<file path="src/rtl/uart_ctrl_pkg.sv">
// uart_ctrl_pkg: shared state encoding and constants for the UART TX arbiter
package uart_ctrl_pkg;
  typedef enum logic [2:0] {IDLE, LAUNCH, WAIT_DONE, GAP} arb_state_e;
  localparam int BYTE_W = 8;
  localparam int ACK_TIMEOUT_DEF = 4096;
endpackage

</file>
<file path="src/rtl/rr_pick.sv">
// rr_pick: combinational round-robin selector, first set req bit after rr_ptr modulo N
module rr_pick #(
  parameter int N = 4
) (
  input  logic [N-1:0]         req,
  input  logic [$clog2(N)-1:0] rr_ptr,
  output logic                 found,
  output logic [$clog2(N)-1:0] idx
);
  localparam int IW = $clog2(N);
  logic [2*N-1:0] dbl;
  logic [N-1:0] rot;
  int sum;
  assign dbl = {req, req};
  // rot[0] is the requester right after rr_ptr, so the lowest set bit wins
  assign rot = N'(dbl >> ((IW+1)'(rr_ptr) + (IW+1)'(1)));
  always_comb begin
    found = |rot;
    sum = 0;
    for (int p = N - 1; p >= 0; p--) if (rot[p]) sum = int'(rr_ptr) + 1 + p;
    if (sum >= N) sum = sum - N;
    idx = IW'(sum);
  end
endmodule

</file>
<file path="src/rtl/uart_tx_arbiter.sv">
// uart_tx_arbiter: round-robin sharing of one UART TX byte engine between NUM_REQ producers.
// Define UART_ARB_GAP_EN to insert GAP_TICKS idle baud ticks between frames.
module uart_tx_arbiter
  import uart_ctrl_pkg::*;
#(
  parameter int NUM_REQ     = 4,
  parameter int ACK_TIMEOUT = ACK_TIMEOUT_DEF,
  parameter int GAP_TICKS   = 2
) (
  input  logic                        system_clock,
  input  logic                        rst,
  input  logic                        clock_enable,
  input  logic [NUM_REQ-1:0]          req_valid,
  input  logic [NUM_REQ*BYTE_W-1:0]   req_data,
  output logic [NUM_REQ-1:0]          req_ready,
  input  logic                        tx_busy,
  output logic                        center_push,
  output logic [BYTE_W-1:0]           data_in,
  output logic [$clog2(NUM_REQ)-1:0]  grant_id,
  output logic                        arb_busy,
  output logic                        err_timeout
);
  localparam int IW = $clog2(NUM_REQ);
  localparam int CW = $clog2(ACK_TIMEOUT);
  arb_state_e state;
  logic [IW-1:0] rr_ptr, pick_idx;
  logic found;
  logic [CW-1:0] cnt;
`ifdef UART_ARB_GAP_EN
  localparam int GW = $clog2(GAP_TICKS + 1);
  logic [GW-1:0] gap_cnt;
`else
  logic unused_gap;
  assign unused_gap = clock_enable ^ (GAP_TICKS == 0);
`endif
  rr_pick #(.N(NUM_REQ)) u_pick (
    .req    (req_valid),
    .rr_ptr (rr_ptr),
    .found  (found),
    .idx    (pick_idx)
  );
  assign arb_busy = state != IDLE;
  always_ff @(posedge system_clock) begin
    if (rst) begin
      state       <= IDLE;
      center_push <= 1'b0;
      data_in     <= '0;
      req_ready   <= '0;
      grant_id    <= '0;
      err_timeout <= 1'b0;
      rr_ptr      <= IW'(NUM_REQ - 1);
      cnt         <= '0;
`ifdef UART_ARB_GAP_EN
      gap_cnt     <= '0;
`endif
    end else begin
      req_ready   <= '0;
      err_timeout <= 1'b0;
      case (state)
        IDLE: if (found) begin
          req_ready <= NUM_REQ'(1) << pick_idx;
          data_in   <= req_data[{pick_idx, 3'b000} +: BYTE_W];
          grant_id  <= pick_idx;
          rr_ptr    <= pick_idx;
          cnt       <= '0;
          state     <= LAUNCH;
        end
        // center_push rises one cycle after req_ready and stays up until acked or dropped
        LAUNCH: if (tx_busy) begin
          center_push <= 1'b0;
          state       <= WAIT_DONE;
        end else if (cnt == CW'(ACK_TIMEOUT - 1)) begin
          center_push <= 1'b0;
          err_timeout <= 1'b1;
          state       <= IDLE;
        end else begin
          center_push <= 1'b1;
          cnt         <= cnt + CW'(1);
        end
        WAIT_DONE: if (!tx_busy) begin
`ifdef UART_ARB_GAP_EN
          gap_cnt <= '0;
          state   <= GAP;
`else
          state   <= IDLE;
`endif
        end
`ifdef UART_ARB_GAP_EN
        GAP: if (clock_enable) begin
          if (gap_cnt == GW'(GAP_TICKS - 1)) state <= IDLE;
          else gap_cnt <= gap_cnt + GW'(1);
        end
`endif
        default: state <= IDLE;
      endcase
    end
  end
endmodule

</file>
<file path="config.mk">
export PLATFORM = sky130hd
export DESIGN_NAME = uart_tx_arbiter
export DESIGN_NICKNAME = d
export VERILOG_FILES = /design/src/rtl/uart_ctrl_pkg.sv /design/src/rtl/rr_pick.sv /design/src/rtl/uart_tx_arbiter.sv
export SDC_FILE = /design/constraint.sdc
export NUM_CORES = 1
export LEC_CHECK = 0
export CAP_MARGIN = 0
export CORE_MARGIN = 2
export CORE_UTILIZATION = 40
export DETAILED_ROUTE_END_ITERATION = 12
export GPL_TIMING_DRIVEN = 0
export PLACE_DENSITY = 0.71
export RECOVER_POWER = 25
export SLEW_MARGIN = 25
export SYNTH_ARGS = -nofsm -noshare
export SYNTH_HDL_FRONTEND = slang
export SYNTH_SLANG_ARGS = --single-unit
export TNS_END_PERCENT = 30
</file>
<file path="constraint.sdc">
create_clock -name system_clock -period 4.3 [get_ports system_clock]
set_input_delay 0.86 -clock system_clock [delete_from_list [all_inputs] [get_ports system_clock]]
set_output_delay 0.86 -clock system_clock [all_outputs]
set_load 0.05 [all_outputs]
</file>
# After elaboration in Yosys (flattened, before gate mapping)
# Index checks and enable logic that the tools add are counted.
totals:
  regBits: 33
  in_bits: 40
classes:
  n_addsub: 7
  n_lt_le_gt_ge: 1
  n_eq_ne: 8
  n_shift: 3
  muxes: 17
  bitwise: 3
  n_reduce_logical: 9
op_table:
  columns: ["op", "n"]
  rows:
  - ["two-way mux 32 bit", 4]
  - ["adder 32 x 3 -> 32 bit, second input constant", 2]
  - ["two-way mux 12 bit", 3]
  - ["adder 32 x 2 -> 32 bit, second input constant", 1]
  - [">= comparator 32 x 4 -> 1 bit, second input constant", 1]
  - ["variable part select 32 x 6 -> 8 bit", 1]
  - ["case mux 12 bit (2 select lines)", 1]
  - ["adder 12 x 1 -> 12 bit, second input constant", 1]
  - ["equality test 12 bit, second input constant", 1]
  - ["two-way mux 3 bit", 4]
  - ["case mux 3 bit (3 select lines)", 1]
  - ["inequality test 2 bit, second input constant", 4]
  - [">> shifter 8 x 3 -> 4 bit", 1]
  - ["adder 2 x 1 -> 3 bit, second input constant", 2]
  - ["OR reduction 3 bit", 2]
  - ["AND reduction 4 bit", 1]
  - ["OR reduction 4 bit", 1]
  - ["left shift 1 x 2 -> 4 bit, first input constant", 1]
  - ["equality test 3 x 1 -> 1 bit, second input constant", 1]
  - ["equality test 3 x 2 -> 1 bit, second input constant", 1]
  - ["logical NOT 3 bit", 1]
  - ["two-way mux 1 bit", 3]
  - ["inequality test 3 bit, second input constant", 1]
  - ["NOT 1 bit", 3]
  - ["other kinds (6)", 6]

# Longest topological paths before layout
# Gate-level depths: netlist (run 1).
depth:
  ltp_word: 9
  ltp_mapped: 7
  ltp_nobuf: 6

# By module
# A second synthesis (run 1) with hierarchy kept.
unflattened:
  cells_unflattened: 160
  area_unflattened_um2: 1577.8
by_module_without_submodules:
  columns: ["mod", "n_inst", "cells_each", "area_per_inst_um2", "seq_area_each_um2"]
  rows:
  - ["uart_tx_arbiter", 1, 146, 1491.4, 640.6]
  - ["rr_pick", 1, 14, 86.3, 0.0]

# Worst setup path before layout (run 1)
# OpenSTA, ideal clock, no wires.
synth_timing:
  kind: "input to register"
  startpoint: "input req_valid[3]"
  endpoint: "register data_in[6]"
  setup_ns: 0.069
  t_arrival_ns: 1.961
  slack_ns: 2.270
  stages: 7
  cell_sequence: "or2_2 > o221a_2 > buf_6 > buf_6 > mux2i_1 > mux2_2 > o21ai_1"
synth_between:
  elab_chain_cells: 8
synth_lines:
  columns: ["element", "line", "source"]
  rows:
  - ["start: declaration", "uart_tx_arbiter.sv:13", "input logic [NUM_REQ-1:0] req_valid,"]
  - [">> shifter 8 x 3 -> 4 bit (*)", "rr_pick.sv:16", "assign rot = N'(dbl >> ((IW+1)'(rr_ptr) + (IW+1)'(1)));"]
  - ["two-way mux 32 bit (4 in a row)", "rr_pick.sv:20", "for (int p = N - 1; p >= 0; p--) if (rot[p]) sum = int'(rr_ptr) + 1 + p;"]
  - [">= comparator 32 x 4 -> 1 bit or subtractor 2 x 1 -> 2 bit (tied branches)", "rr_pick.sv:21", "if (sum >= N) sum = sum - N;"]
  - ["two-way mux 2 bit", "rr_pick.sv:21", null]
  - ["variable part select 32 x 6 -> 8 bit", "uart_tx_arbiter.sv:62", "data_in <= req_data[{pick_idx, 3'b000} +: BYTE_W];"]
  - ["end signal: assignment", "uart_tx_arbiter.sv:62", null]
  - ["end: declaration", "uart_tx_arbiter.sv:18", "output logic [BYTE_W-1:0] data_in,"]
# Every way passes the cells marked *; elsewhere a longest branch is shown, timed or not.
# A chain may end at the register's enable or synchronous reset.

# Worst setup path in the final report (run 1)
layout_timing:
  startpoint: "input tx_busy"
  endpoint: "register cnt[5]"
layout_between:
  elab_chain_cells: 2
layout_lines:
  columns: ["element", "line", "source"]
  rows:
  - ["start: declaration", "uart_tx_arbiter.sv:16", "input logic tx_busy,"]
  - ["inequality test 2 bit (no line)", null, null]
  - ["AND reduction 4 bit (no line)", null, null]
  - ["end signal: assignment", "uart_tx_arbiter.sv:78", "cnt <= cnt + CW'(1);"]
  - ["end: declaration", "uart_tx_arbiter.sv:28", "logic [CW-1:0] cnt;"]
# No other way between the ends.

==> results of run 1 <==
-- Yosys cell counts (3+ instances only) --
cell,count
nand3b_1,3
o211ai_1,5
nand4_1,7
mux2i_1,12
a21oi_1,9
a211oi_2,4
o21ai_1,5
o31ai_1,5
nor2_1,16
dfxtp_1,32
nor2b_1,5
mux2_2,3
buf_6,4
nand2b_1,4
a211o_1,6
xnor2_1,10
nand2_1,11
nand3_1,8
nor3_1,4
-- final cells by class --
| type | count | area share, % |
|---|---|---|
| Multi-Input combinational cell | 142 | 40.9 |
| Sequential cell | 32 | 26.8 |
| Timing Repair Buffer | 55 | 23.0 |
| Clock buffer | 7 | 3.61 |
| Tap cell | 50 | 2.62 |
| Buffer | 9 | 2.41 |
| Clock inverter | 1 | 0.314 |
| Inverter | 2 | 0.314 |
-- worst max path at each step --
stage | start | endpoint | slack [ns] | cells past startpoint
2_1_floorplan | req_valid[3] | data_in[6] | 2.27 | 7
3_3_place_gp | req_valid[3] | data_in[0] | 1.56 | 6
3_5_place_dp | req_valid[3] | data_in[0] | 1.57 | 6
4_1_cts | state[1] | arb_busy | 1.73 | 2
5_1_grt | tx_busy | cnt[5] | 1.46 | 7
6_report | tx_busy | cnt[5] | 1.67 | 7
-- registers in the layout, summed over array words and instances, names as in the netlist --
signal / count
err_timeout: 1
cnt: 12
grant_id: 2
rr_ptr: 2
req_ready: 4
state: 2
center_push: 1
data_in: 8
-- cells by family (layout without fill, tap and decap cells) --
logic type | after synthesis | in the layout
compound gates | 43 | 43
xor+xnor | 10 | 10
fa+ha+maj | 1 | 1
buf+inv | 11 | 74
flops | 32 | 32
mux | 15 | 15
simple gates | 73 | 73
-- routing by layer --
layer | GRT usage [%] | up-vias
met2 | 30.6 | 33
met1 | 23.3 | 709
met5 | 0 | -
li1 | - | 799
met3 | 5.81 | 7
met4 | 6.97 | 0
-- tightest hold or removal path, cell delays in order, from the launching register on --
cell     delay, ns
dfxtp_1       0.31
nand2_1       0.05
nand2_1       0.04
-- power groups by stage --
stage / clock [mW] / sequential [mW] / combinational, mW
2_1_floorplan: 0 / 0.405 / 0.123
3_3_place_gp: 0 / 0.341 / 0.289
3_5_place_dp: 0 / 0.342 / 0.290
4_1_cts: 0.253 / 0.335 / 0.291
5_1_grt: 0.266 / 0.338 / 0.305
6_report: 0.244 / 0.335 / 0.285
-- through the flow --
| stage | utilization (%) | worst slack (ns) | cell area [um^2] |
|---|---|---|---|
| floorplan | - | 2.27 | 1720 |
| global placement | 57.5 | 1.56 | 2330 |
| detailed placement | 57.5 | 1.57 | 2330 |
| CTS | 59.8 | 1.73 | 2430 |
| global route | 58.9 | 1.46 | 2390 |
| finish | 58.9 | 1.67 | 2390 |
==> impl_results.md, run 1 <==
- Status: finished, final reports clean
- Crit path buf inv count: 2
- Drt wl/cell: 14.3 um
- Largest net degree at the start of global routing: 11
- CTS-repair resized insts: 0
- Core Box Area: 4060 um^2
- Synth area leader: dfxtp_1
- Cells after DPL: 290
- Die X: 69.6 um
- Hold EP: grant_id[1]
- Reg2reg end: cnt[2]
- Number of synthesized flops with an enable pin: 0
- Mux cell area share after synthesis: 8.95%
- Sequential-to-total area share from yosys stat: 37.3%
- Full die area: 4840 um^2
- Commonest non-fill, non-tap cell in the layout: clkdlybuf4s50_1
- Nets: 288
- Met2 WL: 1940 um
- Post-route setup TNS: 0 ns
- Slew @ Worst Pin: 0.681 ns
- Worst Hold Class: reg2reg
- MaxCap Viol Count: 0
- Starting density of the core: 42.4%
- DR top layer: met4
- Via count: 1,548
- R2r startpoint: cnt[0]
- Nets in the synthesized netlist: 226
- Total Power: 0.864 mW
- CP peak stage delay: 0.55 ns
- Initial antenna violation count: 0
- Reg power frac: 38.8%
- CTS sink cnt: 32
- Final Hold Vio Count: 0
- Distinct cells, synth: 45
- Leakage: 0.859 nW
- Final hold slack: 0.447 ns
- Number of H-tree levels: 2
- Num CTS Buffers: 5
- Post-synth top area share: 37.3%
- Max clock buf depth: 2
- Mapped Cells: 185
- Residual DRC: 0
- CP Class: in2reg
- Overall routing resource usage: 18.8%
- Ports: 57
- Internal power: 0.573 mW
- Cell family with most CP delay: buffers and inverters
- R2r setup slk: 1.92 ns
- Adder-cell share of the synthesized area: 0.728%
- Net Sw Frac: 33.7%
- Pins Over Slew Limit: 0
- Final Non-Filler Cells: 298
- Unrepaired setup endpoints after global routing: false
- Final worst path period need: 2.63 ns
- Ranking of synthesized cells by area: dfxtp_1 37%, mux2i_1 7.0%, xnor2_1 5.1%
- Clk pin slew, worst setup/hold paths: 0.07 ns
- Clk pwr share: 28.3%
- Largest family of logic cells by synthesized area: simple AND/OR/NAND/NOR gates
- Share of cells above drive strength 1: 9.27%
- Worst path arrival time: 2.80 ns
- YS warnings: 0
- Final worst path period share: 61.3%
- Comb pwr share: 33.0%
- Ant. Diodes: 0
- Post-synthesis compound-gate area fraction: 19.1%
- 1st-pass router iterations: 4
- CP Max Fanout: 10
- CP Launch Type: input port
- # hold bufs at CTS: 0
- Final setup vio count: 0
- Worst hold stages: 2
- Synth Area in XOR/XNOR: 5.09%
- CTS tree: done
- Global placement routability congestion: 0.808
- Fmax: 380 MHz
- Post-DP HPWL: 3170 um
- Crit path capture type: flop
- Switching power: 0.291 mW
- DR iter-0 viols: 84
- Simple-gate portion of the synthesized area: 24.7%
- Main synth FF type: dfxtp_1
- Die height: 69.6 um
- Worst-Skew Late Latency: 0.29 ns
- Final clock skew: 0.00461 ns
- Most frequent cells in the layout: 52 x clkdlybuf4s50_1, 32 x dfxtp_1, 16 x nor2_1
- Number of global-route vias before repair: 1,581
- Routed WL: 4270 um
- Critical Path Slowest Stage Cell: dlygate4sd3_1
- Routed wl met3: 234 um
- Pwr dens: 361 nW/um^2
- Asr flop ratio synth: 0%
- VDD IR max: 0.190 mV
- Vias per cell: 5.19
- Post-CTS setup repair buffer count: 0
- Sequential Area: 641 um^2
- Hold path startpoint: grant_id[1]
- Met1 WL: 2030 um
- Critical path required time: 4.47 ns
- Syn avg cell area: 9.29 um^2
- Multi-input logic area: 977 um^2
- FILL cells: 372
- Post-synthesis register bit count: 32
- DRT antenna net count: 0
- Max_slew headroom: 54.2%
- First-pass GRT wire length: 7310 um
- Critical path, cell by cell: dlygate4sd3_1 > nor3b_1 > o31ai_1 > clkbuf_1 > a211oi_1 > xnor2_1 > nor2_1
- CTS Root Cell: clkbuf_8
- PortBufs: 55
- Reg2reg path depth: 7
- Synth Cell Area: 1720 um^2
- Layout area overhead: 39.0%
- Num rows: 23
- Overflow after GRT: 0
No activity file was read; power rests on OpenSTA's default activity.
==> run 2: changes to the inputs <==
clock period = 2.5 ns   (was 4.3 ns; I/O delays follow)
==> impl_results.md, run 2 (synthesis gave the netlist of run 1 again) <==
- Reg2reg end: cnt[4]
- Clk pin slew, worst setup/hold paths: 0.07 ns (about the same)
- Worst hold stages: 2 (unchanged)
- Largest net degree at the start of global routing: 11 (unchanged)
- Residual DRC: 0 (unchanged)
- CTS tree: done
- Die height: 69.6 um (unchanged)
- Cell family with most CP delay: simple AND/OR/NAND/NOR gates
- Number of global-route vias before repair: 1,581 (unchanged)
- MaxCap Viol Count: 0 (unchanged)
- Number of H-tree levels: 2 (unchanged)
- CP peak stage delay: 0.58 ns (+0.03 ns)
- Ports: 57 (unchanged)
- Starting density of the core: 42.4% (unchanged)
- Unrepaired setup endpoints after global routing: false
- R2r startpoint: cnt[0]
- Full die area: 4840 um^2 (unchanged)
- Fmax: 453 MHz
- Die X: 69.6 um (unchanged)
- Initial antenna violation count: 0 (unchanged)
- Largest registers: cnt (12), data_in (8), req_ready (4)
- Post-DP HPWL: 3170 um (unchanged)
- Overflow after GRT: 0 (unchanged)
- Worst-Skew Late Latency: 0.29 ns (about the same)
- PortBufs: 55 (unchanged)
- Fin area: 2400 um^2 (+0.47%)
- Leakage: 0.870 nW (+1.3%)
- CP Max Fanout: 7 (-3)
- Critical path required time: 2.66 ns (-1.81 ns)
- Final worst path period need: 2.21 ns
- Multi-input logic area: 981 um^2 (+0.38%)
- Vias per cell: 5.16 (-0.71%)
- Worst Hold Class: reg2reg
- Status: finished, final reports clean
- FILL cells: 371 (-0.27%)
- Dpl cell area: 2330 um^2 (unchanged)
- Worst path arrival time: 2.37 ns (-0.43 ns)
- DR iter-0 viols: 90 (+7.1%)
- CTS sink cnt: 32 (unchanged)
- VDD IR max: 0.327 mV (+72%)
- Critical Path Slowest Stage Cell: nor3_2
- Share of cells above drive strength 1: 10.5% (+1.2 points)
- Nets: 288 (unchanged)
- Sequential Area: 641 um^2 (unchanged)
- Final setup vio count: 0 (unchanged)
- Commonest non-fill, non-tap cell in the layout: clkdlybuf4s50_1
- Post-CTS setup repair buffer count: 0 (unchanged)
- Via count: 1,537 (-0.71%)
- CTS Root Cell: clkbuf_8
- Crit path capture type: flop
- Routed WL: 4280 um (+0.33%)
- Layout area overhead: 39.7%
- Max_slew headroom: 48.5% (-5.7 points)
- Post-route setup TNS: 0 ns (unchanged)
- Hold path startpoint: grant_id[1]
- Num CTS Buffers: 5 (unchanged)
- Num rows: 23 (unchanged)
- Max clock buf depth: 2 (unchanged)
- Core Box Area: 4060 um^2 (unchanged)
- Global placement routability congestion: 0.808 (unchanged)
- Drt wl/cell: 14.4 um (+0.33%)
- First-pass GRT wire length: 7310 um (unchanged)
- Slew @ Worst Pin: 0.766 ns (+0.0845 ns)
- Max FFs per register: 12 (unchanged)
- R2r setup slk: 0.37 ns (-1.55 ns)
- DRT antenna net count: 0 (unchanged)
- Reg2reg path depth: 7 (unchanged)
- Hold EP: grant_id[1]
- Pins Over Slew Limit: 0 (unchanged)
- CTS-repair resized insts: 0 (unchanged)
- CP Launch Type: input port
- Pwr dens: 618 nW/um^2 (+71%)
- Overall routing resource usage: 18.8% (unchanged)
- Final Hold Vio Count: 0 (unchanged)
- 1st-pass router iterations: 4 (unchanged)
- Most frequent cells in the layout: 51 x clkdlybuf4s50_1, 32 x dfxtp_1, 16 x nor2_1
- Critical path, cell by cell: clkdlybuf4s50_1 > nor2b_4 > o21a_1 > nor3_2 > mux2i_1 > o211ai_1
- Final worst path period share: 88.4%
- CP Class: in2reg
- Final clock skew: 0.00570 ns (+0.00109 ns)
- Ant. Diodes: 0 (unchanged)
- Largest register by flop count: cnt
- # hold bufs at CTS: 0 (unchanged)
- Crit path buf inv count: 1 (-1)
==> run 2: cell types whose count changed in the layout (fill, tap and decap cells not counted), sizes merged <==
cell           change
clkbuf             -1
clkdlybuf4s50      -1
dlygate4sd3        +1
buf                +1
==> run 2: worst max path at each step <==
stage	start	to	cells after the start
after floorplan	state[1]	data_in[0]	6
after global placement	req_valid[3]	data_in[0]	6
after detailed placement	req_valid[3]	data_in[0]	6
after CTS	state[1]	arb_busy	2
after global routing	req_valid[3]	data_in[7]	6
final	req_valid[3]	data_in[0]	6
==> run 2: per-stage QoR <==
step                      std cells  util [%]  total power, mW  setup WS (ns)  hold slack, ns
final                           298      59.2             1.48          0.290           0.447
after global routing            298      59.2             1.56          0.168           0.467
after CTS                       298      59.8             1.51          0.290           0.451
after detailed placement        290      57.5             1.09          0.127           0.438
after global placement          290      57.5             1.08          0.117           0.431
after floorplan                 185         -            0.909          0.749           0.446
==> run 2: power breakdown <==
group          leakage [nW]  switching, mW  internal (mW)
clock                0.0445          0.196          0.224
sequential            0.261         0.0256          0.551
combinational         0.564          0.278          0.211
==> run 2: layout make-up <==
class,instances,area share [%]
plain buffers,9,2.71
clock buffers,7,3.60
clock inverters,1,0.313
inverters,2,0.313
multi-input cells,142,40.9
flip-flops and latches,32,26.7
well taps,50,2.61
repair buffers,55,22.9
==> run 2: worst reg2reg max path, cell delays in order (launching register included) <==
cell     delay [ns]
dfxtp_1        0.39
ha_1           0.27
nand4_1        0.16
o31ai_1        0.66
buf_6          0.24
a21oi_1        0.09
xnor2_1        0.15
nor2_1         0.05
==> run 2: layer usage <==
| layer | share of wire, % | track usage, % | up-vias |
|---|---|---|---|
| li1 | - | - | 800 |
| met1 | 47 | 23.3 | 698 |
| met2 | 46 | 30.6 | 34 |
| met3 | 5.2 | 5.81 | 5 |
| met4 | 1.3 | 6.97 | 0 |
| met5 | 0 | 0 | - |
==> run 3: changes to the inputs <==
CORE_UTILIZATION = 45   (was 40)
PLACE_DENSITY = 0.79   (was 0.71)
==> impl_results.md, run 3 (synthesis gave the netlist of run 1 again) <==
- Status: finished, final reports clean
- DRT antenna net count: 0 (unchanged)
- CTS Root Cell: clkbuf_8
- Post-CTS setup repair buffer count: 0 (unchanged)
- CP Class: reg2out
- Final setup vio count: 0 (unchanged)
- Fmax: 453 MHz (+0.17%)
- Num rows: 22 (-4.3%)
- CP Max Fanout: 6 (-1)
- Ports: 57 (unchanged)
- Most frequent cells in the layout: 48 x clkdlybuf4s50_1, 32 x dfxtp_1, 16 x nor2_1
- CP peak stage delay: 0.81 ns (+0.23 ns)
- R2r setup slk: 0.70 ns (+0.33 ns)
- # hold bufs at CTS: 0 (unchanged)
- Worst path arrival time: 1.71 ns (-0.66 ns)
- Clk pin slew, worst setup/hold paths: 0.07 ns (about the same)
- Final worst path period need: 2.21 ns (-0.00367 ns)
- Die height: 65.8 um (-5.4%)
- Max FFs per register: 12 (unchanged)
- Max_slew headroom: 57.0% (+8.5 points)
- Pins Over Slew Limit: 0 (unchanged)
- Residual DRC: 0 (unchanged)
- Starting density of the core: 47.0% (+4.6 points)
- Post-route setup TNS: 0 ns (unchanged)
- Reg2reg path depth: 7 (unchanged)
- Net Sw Frac: 32.3% (-1.3 points)
- Commonest non-fill, non-tap cell in the layout: clkdlybuf4s50_1
- Crit path capture type: primary output
- Final Hold Vio Count: 0 (unchanged)
- Comb pwr share: 31.8% (-1.1 points)
- Overflow after GRT: 0 (unchanged)
- CTS tree: done
- Worst Hold Class: reg2reg
- Unrepaired setup endpoints after global routing: false
- Critical path, cell by cell: or2_1 > clkdlybuf4s50_1
- Switching power: 0.506 mW (+1.3%)
- Largest net degree at the start of global routing: 12 (+1)
- Number of global-route vias before repair: 1,563 (-1.1%)
- Global placement routability congestion: 0.787 (-2.6%)
- Worst hold stages: 2 (unchanged)
- Total Power: 1.56 mW (+5.4%)
- Max clock buf depth: 2 (unchanged)
- Nets: 288 (unchanged)
- Drt wl/cell: 14.6 um (+2.0%)
- Full die area: 4330 um^2 (-10%)
- Critical path required time: 2.00 ns (-0.66 ns)
- Slew @ Worst Pin: 0.645 ns (-0.121 ns)
- Ant. Diodes: 0 (unchanged)
- Dpl cell area: 2330 um^2 (-0.11%)
- Crit path to: arb_busy
- 1st-pass router iterations: 5 (+1)
- Die X: 65.8 um (-5.4%)
- Internal power: 1.06 mW (+7.5%)
- VDD IR max: 0.390 mV (+19%)
- Critical Path Slowest Stage Cell: clkdlybuf4s50_1
- Initial antenna violation count: 0 (unchanged)
- Leakage: 0.892 nW (+2.5%)
- Reg power frac: 36.8% (-2.0 points)
- Vias per cell: 5.49 (+6.4%)
- Final worst path period share: 88.2% (-0.15 points)
- Final clock skew: 0.00476 ns (-0.000943 ns)
- First-pass GRT wire length: 7170 um (-2.0%)
- R2r startpoint: cnt[0]
- Crit. Startpoint: state[1]
- CTS sink cnt: 32 (unchanged)
- Final Non-Filler Cells: 296 (-0.67%)
- MaxCap Viol Count: 0 (unchanged)
- Largest registers: cnt (12), data_in (8), req_ready (4)
- Pwr dens: 641 nW/um^2 (+3.7%)
- Layout area overhead: 42.0%
- DR iter-0 viols: 74 (-18%)
- Routed WL: 4340 um (+1.3%)
- Worst-Skew Late Latency: 0.28 ns (about the same)
- Fin area: 2440 um^2 (+1.7%)
- Number of H-tree levels: 2 (unchanged)
- Core Box Area: 3660 um^2 (-9.8%)
- CP Launch Type: flop
- Reg2reg end: cnt[8]
- PortBufs: 55 (unchanged)
- Overall routing resource usage: 21.6% (+2.8 points)
- Largest register by flop count: cnt
- Post-DP HPWL: 3200 um (+0.97%)
- Via count: 1,624 (+5.7%)
- Clk pwr share: 31.4% (+3.1 points)
- Cells after DPL: 288 (-0.69%)
- Num CTS Buffers: 5 (unchanged)
- CTS-repair resized insts: 0 (unchanged)
- Share of cells above drive strength 1: 11.7% (+1.2 points)
==> run 3: routing by layer <==
metal | part of all wire, % | global-route usage [%] | up-vias | wire length, um
met5 | 0 | 0 | - | 0
met4 | 2.8 | 10.7 | 0 | 121
met3 | 6.0 | 5.28 | 11 | 258
met2 | 46 | 35.0 | 55 | 2010
met1 | 45 | 26.5 | 749 | 1940
li1 | - | - | 809 | -
==> run 3: how the worst min path moves through the flow <==
stage	startpoint	slack, ns	to
after floorplan	cnt[11]	0.45	cnt[11]
after global routing	grant_id[1]	0.48	grant_id[1]
after global placement	grant_id[1]	0.44	grant_id[1]
after CTS	grant_id[1]	0.45	grant_id[1]
after detailed placement	grant_id[1]	0.44	grant_id[1]
final	grant_id[1]	0.45	grant_id[1]
==> run 3: worst max-delay path, delay by kind of cell (launching register included) <==
kind	cells	cell delay (ns)
flip-flops	1	0.43
AND/OR/NAND/NOR	1	0.18
buffers and inverters	1	0.81
==> run 3: per-stage QoR <==
step / util [%] / hold slack, ns / setup slack (ns)
6_report: 66.7 / 0.449 / 0.294
5_1_grt: 66.7 / 0.478 / 0.163
4_1_cts: 66.7 / 0.451 / 0.285
3_5_place_dp: 63.6 / 0.437 / 0.138
3_3_place_gp: 63.6 / 0.437 / 0.124
2_1_floorplan: - / 0.446 / 0.749
==> run 3: layout make-up <==
cell class / instances / area, um^2
Buffer: 9 / 65.1
Inverter: 2 / 7.51
Timing Repair Buffer: 55 / 551
Fill cell: 311 / 1220
Sequential cell: 32 / 641
Tap cell: 48 / 60.1
Clock buffer: 5 / 68.8
Clock inverter: 3 / 42.5
Multi-Input combinational cell: 142 / 1010
==> run 3: power groups by stage <==
stage / sequential (mW) / clock [mW] / combinational (mW)
2_1_floorplan: 0.697 / 0 / 0.212
3_3_place_gp: 0.586 / 0 / 0.496
3_5_place_dp: 0.586 / 0 / 0.500
4_1_cts: 0.575 / 0.498 / 0.503
5_1_grt: 0.581 / 0.517 / 0.533
6_report: 0.576 / 0.492 / 0.497
